[src/rtl/sec_cnt.sv]
// sec_cnt: seconds stage of the digital clock; 1 Hz prescaler, 0..59 counter,
// set mode with a synchronised increment button and a registered minute clock.
module sec_cnt #(
  parameter int DIV = 50000000,
  parameter int PW  = 26
) (
  input  logic       inclk,
  input  logic       rst,
  input  logic       run,
  input  logic       set_mode,
  input  logic       inc_btn,
  input  logic       clr,
  output logic [5:0] sec_out,
  output logic       sec_tick,
  output logic       min_clk
);
  typedef enum logic [1:0] {PAUSE, RUN, SET} state_t;
  state_t state_q, state_d;
  logic [PW-1:0] pre_q, pre_d;
  logic [5:0] sec_q, sec_d, sec_nxt;
  logic tick_q, tick_d, min_q, min_d;
  logic [2:0] btn_q;
  logic inc_pulse, wrap;
  always_ff @(posedge inclk or negedge rst)
    if (!rst) state_q <= PAUSE;
    else state_q <= state_d;
  always_comb state_d = set_mode ? SET : run ? RUN : PAUSE;
  // btn_q[1:0] is the two-flop synchroniser, btn_q[2] the edge-detect history
  assign inc_pulse = btn_q[1] & ~btn_q[2];
  assign wrap = (state_q == RUN) && (pre_q == PW'(DIV - 1));
  assign sec_nxt = (sec_q == 6'd59) ? 6'd0 : sec_q + 6'd1;
  always_comb begin
    pre_d = (state_q == SET) ? '0 : (state_q == RUN) ? (wrap ? '0 : pre_q + PW'(1)) : pre_q;
    sec_d = (wrap || (state_q == SET && inc_pulse)) ? sec_nxt : sec_q;
    tick_d = wrap;
    min_d = wrap ? ((sec_q == 6'd59) ? 1'b1 : (sec_nxt >= 6'd30) ? 1'b0 : min_q) : min_q;
    if (clr) begin
      pre_d = '0;
      sec_d = '0;
      tick_d = 1'b0;
      min_d = 1'b0;
    end
  end
  always_ff @(posedge inclk or negedge rst)
    if (!rst) begin
      pre_q <= '0;
      sec_q <= '0;
      tick_q <= 1'b0;
      min_q <= 1'b0;
      btn_q <= '0;
    end else begin
      pre_q <= pre_d;
      sec_q <= sec_d;
      tick_q <= tick_d;
      min_q <= min_d;
      btn_q <= {btn_q[1:0], inc_btn};
    end
  always_comb begin
    sec_out = sec_q;
    sec_tick = tick_q;
    min_clk = min_q;
  end
endmodule

[config.mk]
export PLATFORM = sky130hd
export DESIGN_NAME = sec_cnt
export DESIGN_NICKNAME = d
export VERILOG_FILES = /design/src/rtl/sec_cnt.sv
export SDC_FILE = /design/constraint.sdc
export NUM_CORES = 1
export LEC_CHECK = 0
export ABC_AREA = 0
export BUFFER_PORTS_ARGS = -buffer_cell sky130_fd_sc_hd__buf_2
export CAP_MARGIN = 20
export CORE_MARGIN = 2
export CORE_UTILIZATION = 40
export CTS_CLUSTER_DIAMETER = 200
export DETAILED_ROUTE_END_ITERATION = 8
export PLACE_DENSITY_LB_ADDON = 0.1
export SETUP_SLACK_MARGIN = 0.5
export SKIP_CTS_REPAIR_TIMING = 1
export SLEW_MARGIN = 30
export SYNTH_ARGS = -nofsm -noshare
export SYNTH_HDL_FRONTEND = slang
export SYNTH_SLANG_ARGS = --single-unit
[constraint.sdc]
create_clock -name inclk -period 4.1 [get_ports inclk]
set_input_delay 0.205 -clock inclk [delete_from_list [all_inputs] [get_ports inclk]]
set_output_delay 0.205 -clock inclk [all_outputs]
set_load 0.01 [all_outputs]
# After elaboration in Yosys (flattened, before gate mapping)
# Cells that the tools add are included.
# op_classes
muxes	14
add_sub_neg	2
bitwise	2
magnitude_cmp	1
reduce_logical	8
n_eq_ne	4
# ops
op	n
two-way mux 26 bit	4
adder 26 x 1 -> 26 bit (second input constant)	1
== test 26 bit (second input constant)	1
two-way mux 6 bit	3
adder 6 x 1 -> 6 bit (second input constant)	1
== test 6 bit (second input constant)	1
>= comparator 6 x 5 -> 1 bit (second input constant)	1
two-way mux 1 bit	6
nonzero test 3 bit	2
nonzero test 2 bit	2
== test 2 x 1 -> 1 bit (second input constant)	1
== test 2 bit (second input constant)	1
logical AND 1 bit	2
two-way mux 2 bit	1
AND reduction 2 bit	1
AND 1 bit	1
logical OR 1 bit	1
inverter 1 bit	1
# word_totals
output_inout_bits	8
reg_bits	39
in_bits	6

# Longest topological paths before layout
# Gate-level depths: netlist of the first run.
# depth
ltp_word	7
ltp_mapped	8

# Least setup slack after synthesis of the first run
# Ideal clock, no wire load.
# synth_path
path_kind	register to register
from	register pre_q[0]
to	register sec_q[3] (netlist: sec_out[3])
setup_ps	104
synth_period_minus_slack_ps	2354
path_slack_ps	1746
path_stages_with_launch	8
arrival_time_ps	2251
t_required_ps	3996
path_buffers	1
path_cell_list	dfrtp_1 > ha_1 > nand3_2 > or4_1 > or3_1 > buf_2 > or4_1 > o311ai_1
# synth_via
elab_chain_cells	4
# synth_rtl
item	line	text
start, declared	19	logic [PW-1:0] pre_q, pre_d;
start signal, assigned	52	pre_q <= pre_d;
== test 26 bit	30	assign wrap = (state_q == RUN) && (pre_q == PW'(DIV - 1));
logical AND 1 bit	30	
logical OR 1 bit	34	sec_d = (wrap || (state_q == SET && inc_pulse)) ? sec_nxt : sec_q;
nonzero test 2 bit (no line)	n/a	
end signal, assigned	47	sec_q <= '0;
end signal, assigned	53	sec_q <= sec_d;
end, declared	20	logic [5:0] sec_q, sec_d, sec_nxt;
# Every way passes these cells.
# A chain may end at the register's enable or synchronous reset.

# Worst setup path after layout of the first run
# layout_path
from	register pre_q[0]
to	register pre_q[16]
# layout_via
elab_chain_cells	6
# layout_rtl
item	line	text
branches (longest 2 deep; another with adder 26 x 1 -> 26 bit)	n/a	
two-way mux 26 bit (*) (3 in a row)	33	pre_d = (state_q == SET) ? '0 : (state_q == RUN) ? (wrap ? '0 : pre_q + PW'(1)) : pre_q;
two-way mux 26 bit (*)	37	if (clr) begin
# Every way passes the cells marked *. The select of a mux whose other input is x is not followed.

==> results of run 1 <==
-- Yosys cell counts, types with 4 or more instances --
cell	n	area, um^2
a21oi_1	9	45.0
and3_1	5	31.3
clkbuf_1	9	33.8
dfrtp_1	39	976
inv_1	6	22.5
nand2_1	15	56.3
nand3_1	19	95.1
nand4_1	9	56.3
nand4b_1	4	35.0
nor2_1	40	150
nor2b_1	8	50.1
nor3_1	5	25.0
nor4_1	6	37.5
o21ai_0	8	40.0
xnor2_1	4	35.0
xor2_1	17	149
-- layout make-up --
| class | count | area [um^2] |
|---|---|---|
| Clock buffer | 6 | 82.6 |
| Sequential cell | 39 | 976 |
| Tap cell | 72 | 90.1 |
| Multi-Input combinational cell | 192 | 1180 |
| Clock inverter | 1 | 5.00 |
| Inverter | 7 | 26.3 |
| Timing Repair Buffer | 16 | 92.6 |
| Fill cell | 554 | 2990 |
-- where the power goes --
group / leakage [nW] / internal, mW / switching (mW) / total [mW]
combinational: 0.444 / 0.0201 / 0.0353 / 0.0554
clock: 0.0470 / 0.132 / 0.132 / 0.264
sequential: 0.532 / 0.393 / 0.0122 / 0.405
total: 1.02 / 0.545 / 0.180 / 0.725
-- per-stage QoR --
step / utilization (%) / instance area (um^2)
2_1_floorplan: - / 2230
3_3_place_gp: 43.1 / 2340
3_5_place_dp: 43.2 / 2350
4_1_cts: 44.8 / 2440
5_1_grt: 45.0 / 2450
6_report: 45.0 / 2450
-- per-layer routing --
metal	track usage [%]	vias up	part of all wire, %
met5	0	-	0
met4	6.84	0	1.7
met3	3.33	8	2.7
met2	26.9	26	45
met1	23.8	898	50
li1	-	911	-
-- sequential cells by signal, summed over array words and instances, names as in the netlist --
register  flops
btn_q         3
pre_q        26
sec_out       6
sec_tick      1
min_clk       1
state_q       2
-- cells by family (layout without fill, tap and decap cells) --
logic type,Yosys count,after routing
simple gates,129,129
flops,39,39
compound gates,34,34
xor+xnor,21,21
buf+inv,19,30
mux,5,5
fa+ha+maj,3,3
-- cell usage in the layout, fill, tap and decap left out, types with 2 or more instances in the layout --
cell      count
nor2_1       40
dfrtp_1      39
nand3_1      19
xor2_1       17
nand2_1      15
buf_2        12
nand4_1       9
a21oi_1       9
nor2b_1       8
o21ai_0       8
inv_1         6
nor4_1        6
clkbuf_8      6
nor3_1        5
and3_1        5
nand4b_1      4
xnor2_1       4
or3_1         3
mux2i_1       3
ha_1          3
buf_4         3
and4_1        2
or4_1         2
o211ai_1      2
nand3b_1      2
a31oi_1       2
mux2_2        2
a211oi_1      2
a31o_2        2
-- worst max-delay path, delay by kind of cell (launching register included) --
| family | cells | cell delay (ps) |
|---|---|---|
| adders and majority gates | 1 | 220 |
| buffers and inverters | 1 | 180 |
| DFF | 1 | 390 |
| and+or+nand+nor | 5 | 1600 |
-- how the worst max path moves through the flow --
stage / startpoint / slack [ps] / endpoint / cells after the start
CTS: pre_q[0] / 1540 / pre_q[3] / 7
global placement: pre_q[0] / 1610 / pre_q[3] / 7
finish: pre_q[0] / 1570 / pre_q[16] / 7
detailed placement: pre_q[0] / 1560 / pre_q[12] / 7
floorplan: pre_q[0] / 1750 / sec_out[3] / 7
global route: pre_q[0] / 1300 / pre_q[21] / 7
==> results.sh, run 1 <==
export IMPL_placedCellCount=325
export IMPL_routed_wl_um=4930
export IMPL_gp_congestion=0.816
export IMPL_synth_area_um2=2230
export IMPL_dpl_hpwl_um=3400
export IMPL_cts_tree="built"
export IMPL_first_pass_iters=4
export IMPL_total_power_mw=0.725
export IMPL_cap_violations=0
export IMPL_avgSynthCellArea_um2=8.91
export IMPL_clk_pin_slew_ps=70
export IMPL_io_pins=14
export IMPL_crit_fanout=19
export IMPL_required_ps=4250
export IMPL_htree_levels=2
export IMPL_holdWs_ps=18.1
export IMPL_clock_fmax_ghz=0.395
export IMPL_cp_start_kind="register"
export IMPL_cts_root_buf="clkbuf_8"
export IMPL_vdd_ir_drop_max_mv=0.198
export IMPL_power_density_nw_per_um2=296
export IMPL_syn_num_nets=259
export IMPL_critical_path_class="register to register"
export IMPL_pre_cts_slack_ps=1560
export IMPL_synth_mux_area_share_pct=2.36
export IMPL_portBuffers=13
export IMPL_min_to="btn_q[0]"
export IMPL_viasPerCell=5.53
export IMPL_cts_buffers=5
export IMPL_r2r_end="pre_q[16]"
export IMPL_synth_cell_types=47
export IMPL_relSlewSlack_pct=55.4
export IMPL_synth_top_family_by_area="simple AND/OR/NAND/NOR gates"
export IMPL_cp_data_arrival_time_ps=2690
export IMPL_reg2reg_from="pre_q[0]"
export IMPL_ys_ff_latch=39
export IMPL_core_area_um2=5440
export IMPL_synth_ff_type="dfrtp_1"
export IMPL_cp_slowest_cell="or4_1"
export IMPL_synth_xor_area_share_pct=8.25
export IMPL_max_stage_delay_ps=570
export IMPL_cts_path_max_buffers=2
export IMPL_grt_usage_pct=17.3
export IMPL_async_reset_ff_share_pct=100
export IMPL_rsz0062_at_grt="no"
export IMPL_grt_first_pass_wirelength_um=8380
export IMPL_grt_overflow_total=0
export IMPL_syn_to_final_growth_pct=9.94
export IMPL_nNetsFinal=270
export IMPL_path_cells="ha_1, nand3_2, or4_1, nor3_1, buf_4, or3_1, nor2_1"
export IMPL_grt_pass1_vias=1757
export IMPL_fin_crit_ps=2530
export IMPL_outcome="complete, no violations"
export IMPL_drive_gt1_share_pct=11.5
export IMPL_skew_ps=4.80
export IMPL_drcViolationCount=0
export IMPL_fin_ws_ps=1570
export IMPL_synthCells=250
export IMPL_reg2reg_slack_ps=1570
export IMPL_synth_compound_area_share_pct=9.99
export IMPL_synthSimpleGateAreaFrac_pct=30.3
export IMPL_tightest_slew_ps=669
export IMPL_grt_start_max_net_pins=40
export IMPL_drtIter0Drc=88
export IMPL_ys_seq_area_share_pct=43.8
export IMPL_setup_tns_ps=0
export IMPL_diodes=0
export IMPL_leakagePower_nw=1.02
export IMPL_clk_latency_ps=290
export IMPL_wl_per_cell_um=14.8
export IMPL_ant_nets=0
export IMPL_reg2regPathDepth=7
export IMPL_final_cells=333
export IMPL_die_width_um=78.6
export IMPL_antenna_found_initial=0
export IMPL_final_max_slew_violation_count=0
export IMPL_die_h_um=78.6
export IMPL_hp_start="inc_btn"
export IMPL_min_delay_path_depth=1
export IMPL_end_kind="register"
export IMPL_min_path_type="input pin to register"
export IMPL_dr_total_vias=1843
export IMPL_period_share_pct=61.8
export IMPL_finalHoldViolCount=0
export IMPL_row_count=27
export IMPL_final_setup_viol_count=0
export IMPL_initial_core_util_pct=41.0
export IMPL_dieArea_um2=6180
export IMPL_cts_sinks=39
export IMPL_synth_fa_ha_area_share_pct=1.68
export IMPL_synth_enable_flop_cells=0
export IMPL_yosys_warnings=0
(Power assumes the default switching activity.)
==> run 2, diff against run 1 <==
==> constraint.sdc (replaced) <==
create_clock -name inclk -period 2.2 [get_ports inclk]
set_input_delay 0.11 -clock inclk [delete_from_list [all_inputs] [get_ports inclk]]
set_output_delay 0.11 -clock inclk [all_outputs]
set_load 0.01 [all_outputs]
==> run 2 against run 1 <==
  * Combinational power is 130% higher
  * Via count is 5.0% higher
  * Critical path depth is 2 lower
  * Register-to-register slack got worse by 1400 ps
  * Worst setup slack got worse by 1400 ps
  * Utilization increased by 5.7 points
  * Power grew 87%
  * Cell count up 9.0%
  * Global-route usage is 1.5 points higher
  * Final area up 13%
  * Clock skew up 4.1 ps
  * Critical path type unchanged
  * Critical endpoint is now min_clk
  * Largest cell class unchanged
  * Largest power group unchanged
==> results.sh, run 2 (synthesis gave the netlist of run 1 again) <==
export IMPL_ant_nets=0
export IMPL_total_power_mw=1.35
export IMPL_dieArea_um2=6180
export IMPL_cts_root_buf="clkbuf_8"
export IMPL_cts_buffers=5
export IMPL_final_core_util_pct=50.7
export IMPL_fin_area_um2=2760
export IMPL_wl_per_cell_um=14.9
export IMPL_cts_tree="built"
export IMPL_core_area_um2=5440
export IMPL_grt_overflow_total=0
export IMPL_cp_slowest_cell="or3_4"
export IMPL_nFillCells=544
export IMPL_io_pins=14
export IMPL_critical_path_class="register to register"
export IMPL_grt_pass1_vias=1906
export IMPL_relSlewSlack_pct=66.1
export IMPL_final_setup_viol_count=0
export IMPL_clock_fmax_ghz=0.486
export IMPL_dpl_hpwl_um=3780
export IMPL_cp_start_kind="register"
export IMPL_crit_fanout=5
export IMPL_drcViolationCount=0
export IMPL_final_max_slew_violation_count=0
export IMPL_skew_ps=8.90
export IMPL_post_dp_cell_area_um2=2520
export IMPL_finalHoldViolCount=0
export IMPL_antenna_found_initial=0
export IMPL_path_cells="nor4b_1, nand3_1, or3_4, mux2_2, a31o_2"
export IMPL_drive_gt1_share_pct=22.7
export IMPL_max_stage_delay_ps=450
export IMPL_cts_path_max_buffers=2
export IMPL_path_delay_family="simple AND/OR/NAND/NOR gates"
export IMPL_outcome="complete, no violations"
export IMPL_required_ps=2380
export IMPL_end_kind="register"
export IMPL_critPathBufInv=0
export IMPL_viasPerCell=5.33
export IMPL_grt_first_pass_wirelength_um=9200
export IMPL_clk_latency_ps=290
export IMPL_nNetsFinal=299
export IMPL_cap_violations=0
export IMPL_fin_crit_ps=2060
export IMPL_portBuffers=13
export IMPL_gp_congestion=0.822
export IMPL_mostFrequentLayoutCells="39 x nor2_1, 39 x dfrtp_1, 28 x buf_4, 19 x nand3_1, 17 x xor2_1"
export IMPL_drtIter0Drc=92
export IMPL_dr_total_vias=1935
export IMPL_min_path_type="input pin to register"
export IMPL_die_width_um=78.6
export IMPL_leakagePower_nw=1.20
export IMPL_die_h_um=78.6
export IMPL_largest_reg_flops=26
export IMPL_grt_usage_pct=18.8
export IMPL_tightest_slew_ps=505
export IMPL_syn_to_final_growth_pct=23.8
export IMPL_setup_tns_ps=0
export IMPL_cp_data_arrival_time_ps=2240
export IMPL_htree_levels=2
export IMPL_cts_sinks=39
export IMPL_vdd_ir_drop_max_mv=0.251
export IMPL_diodes=0
export IMPL_grt_start_max_net_pins=40
export IMPL_initial_core_util_pct=41.0
export IMPL_period_share_pct=93.5
export IMPL_rsz0062_at_grt="yes"
export IMPL_first_pass_iters=4
export IMPL_clk_pin_slew_ps=80
export IMPL_routed_wl_um=5400
export IMPL_largest_register="pre_q"
export IMPL_power_density_nw_per_um2=490
export IMPL_row_count=27
[run 2: report_power, final]
group	leakage (nW)	switching [mW]	internal (mW)
logic	0.622	0.0761	0.0525
registers	0.532	0.0202	0.732
clock network	0.0422	0.249	0.223
[run 2: path summary, 6_finish.rpt]
path                                start         end  slack [ps]  cells past startpoint
worst max-delay path            pre_q[10]     min_clk         140                      5
worst max register to register  pre_q[10]     min_clk         140                      5
min in group asynchronous             rst    pre_q[5]         340                      2
worst min-delay path                  run  state_q[0]          50                      2
worst min register to register   btn_q[0]    btn_q[1]         350                      0
max in group asynchronous             rst  state_q[1]        1510                      2
[run 2: cell type report]
cell class              count  area [um^2]  area share (%)
multi-input cells         192         1250            45.4
flip-flops and latches     39          976            35.4
repair buffers             45          332            12.0
well taps                  72         90.1            3.27
clock buffers               7         76.3            2.77
inverters                   7         26.3           0.953
clock inverters             1         5.00           0.181
[run 2: per-stage QoR]
stage | instances | hold slack, ps | setup slack, ps
finish | 363 | 45.3 | 142
global route | 363 | 53.5 | 58.9
CTS | 353 | -85.8 | -4.19
detailed placement | 345 | 220 | 16.7
global placement | 345 | 219 | 84.1
floorplan | 250 | -186 | 54.8
[run 2: layer usage]
layer / share of wire [%] / track usage [%] / vias to the layer above
li1: - / - / 971
met1: 50 / 25.5 / 935
met2: 47 / 30.9 / 23
met3: 2.8 / 3.10 / 6
met4: 1.1 / 5.26 / 0
met5: 0 / 0 / -
==> run 3, diff against run 2 <==
--- a/config.mk
+++ b/config.mk
@@ -8,11 +8,13 @@
 export ABC_AREA = 0
 export BUFFER_PORTS_ARGS = -buffer_cell sky130_fd_sc_hd__buf_2
 export CAP_MARGIN = 20
+export CORE_ASPECT_RATIO = 1.25
 export CORE_MARGIN = 2
 export CORE_UTILIZATION = 40
 export CTS_CLUSTER_DIAMETER = 200
 export DETAILED_ROUTE_END_ITERATION = 8
 export PLACE_DENSITY_LB_ADDON = 0.1
+export REMOVE_ABC_BUFFERS = 1
 export SETUP_SLACK_MARGIN = 0.5
 export SKIP_CTS_REPAIR_TIMING = 1
 export SLEW_MARGIN = 30
==> run 3 against run 2 <==
  * Register-to-register slack worse by 70 ps
  * Routed wire length is 14% higher
  * Combinational power is 32% higher
  * First-iteration DRC count down 23%
  * Clock-buffer cell count down 1
  * Critical path depth unchanged
  * Sequential power barely moved
  * Critical path type unchanged
  * Largest cell class unchanged
==> results.sh, run 3 (synthesis gave the netlist of run 1 again) <==
export IMPL_cts_tree="built"
export IMPL_die_width_um=70.8
export IMPL_end_kind="register"
export IMPL_routed_wl_um=6190
export IMPL_period_share_pct=96.9
export IMPL_fin_ws_ps=69.2
export IMPL_clk_pin_slew_ps=80
export IMPL_dpl_hpwl_um=4040
export IMPL_io_pins=14
export IMPL_rsz0062_at_grt="yes"
export IMPL_drtIter0Drc=71
export IMPL_first_pass_iters=5
export IMPL_critical_path_class="register to register"
export IMPL_power_switching_mw=0.378
export IMPL_clk_latency_ps=290
export IMPL_leakagePower_nw=1.32
export IMPL_combPwrFrac_pct=10.4
export IMPL_syn_to_final_growth_pct=38.0
export IMPL_relSlewSlack_pct=65.3
export IMPL_gp_congestion=0.805
export IMPL_drive_gt1_share_pct=33.9
export IMPL_largest_reg_flops=26
export IMPL_htree_levels=2
export IMPL_grt_usage_pct=20.2
export IMPL_final_common_cell="dfrtp_1"
export IMPL_grt_first_pass_wirelength_um=9740
export IMPL_outcome="complete, no violations"
export IMPL_p_sw_share_pct=23.1
export IMPL_ant_nets=0
export IMPL_mostFrequentLayoutCells="38 x dfrtp_1, 32 x buf_4, 20 x nor2_1, 19 x nand3_1, 17 x xor2_1"
export IMPL_power_frac_seq_pct=46.0
export IMPL_core_area_um2=5410
export IMPL_grt_pass1_vias=1952
export IMPL_tightest_slew_ps=521
export IMPL_dr_total_vias=2021
export IMPL_cts_root_buf="clkbuf_8"
export IMPL_grtUsageMet1_pct=25.2
export IMPL_busiest_layer="met2"
export IMPL_row_count=30
export IMPL_power_density_nw_per_um2=533
export IMPL_antenna_found_initial=0
export IMPL_die_h_um=87.5
export IMPL_cts_buffers=5
export IMPL_grt_util_met2_pct=35.8
export IMPL_holdWs_ps=30.4
export IMPL_dieArea_um2=6190
export IMPL_cp_start_kind="register"
export IMPL_crit_fanout=4
export IMPL_diodes=0
export IMPL_drcViolationCount=0
export IMPL_initial_core_util_pct=41.2
export IMPL_nNetsFinal=309
export IMPL_finalHoldViolCount=0
export IMPL_viasPerCell=5.54
export IMPL_cts_sinks=39
export IMPL_cap_violations=0
export IMPL_min_path_type="input pin to register"
export IMPL_wl_per_cell_um=16.9
export IMPL_clock_fmax_ghz=0.469
export IMPL_final_setup_viol_count=0
export IMPL_fin_crit_ps=2130
export IMPL_largest_register="pre_q"
export IMPL_required_ps=2380
export IMPL_grt_overflow_total=0
export IMPL_p_int_mw=1.26
export IMPL_pre_cts_slack_ps=-78.3
export IMPL_skew_ps=8.43
export IMPL_clkPwrFrac_pct=43.6
export IMPL_vdd_ir_drop_max_mv=0.520
export IMPL_cp_data_arrival_time_ps=2310
export IMPL_cts_path_max_buffers=2
export IMPL_grt_start_max_net_pins=40
export IMPL_portBuffers=13
export IMPL_met3_usage_pct=3.01
export IMPL_final_max_slew_violation_count=0
-- run 3: changes by cell type in the layout (fill, tap and decap cells not counted), moves of 4 or more --
cell	before	now
buf_4	28	32
nor2_4	0	13
buf_6	1	5
nor2_1	39	20
nor2_2	1	7
-- run 3: area by class of cell --
class | count | area (um^2)
Tap cell | 64 | 80.1
Timing Repair Buffer | 55 | 457
Clock buffer | 6 | 72.6
Clock inverter | 2 | 60.1
Multi-Input combinational cell | 192 | 1400
Fill cell | 527 | 2330
Inverter | 7 | 26.3
Sequential cell | 39 | 977
-- run 3: path summary, 6_finish.rpt --
| kind | start | endpoint | slack [ps] | cells past startpoint |
|---|---|---|---|---|
| setup reg to reg | state_q[1] | min_clk | 70 | 5 |
| min in group asynchronous | rst | sec_out[1] | 330 | 2 |
| hold reg to reg | btn_q[0] | btn_q[1] | 360 | 0 |
| setup / recovery | state_q[1] | min_clk | 70 | 5 |
| hold / removal | run | state_q[0] | 30 | 2 |
| max in group asynchronous | rst | pre_q[22] | 1490 | 2 |
-- run 3: layer usage --
layer	wire length, um	share of wire, %	up-vias
met5	0	0	-
met4	108	1.7	0
met3	158	2.6	10
met2	3320	54	33
met1	2590	42	990
li1	-	-	988
-- run 3: critical path, stage by stage (launching register included) --
cell and delay [ps]:
dfrtp_1 390, nand4b_1 180, or4_4 550, or3_4 370, mux2_4 320, a31o_4 210
-- run 3: through the flow --
stage	setup TNS (ps)	instances	cell area, um^2	util [%]	power [mW]
after global placement	-46.8	345	2560	47.3	0.887
after detailed placement	-105	345	2560	47.3	0.888
final	0	365	3070	56.9	1.64
after floorplan	-3170	238	2170	-	0.819
after CTS	-155	353	2690	49.8	1.60
after global routing	0	365	3070	56.9	1.70
-- run 3: power groups by stage --
stage | Combinational [mW] | Sequential (mW) | Clock, mW
3_3_place_gp | 0.121 | 0.766 | 0
6_report | 0.170 | 0.753 | 0.714
5_1_grt | 0.185 | 0.756 | 0.762
3_5_place_dp | 0.122 | 0.766 | 0
4_1_cts | 0.122 | 0.752 | 0.730
2_1_floorplan | 0.0509 | 0.769 | 0
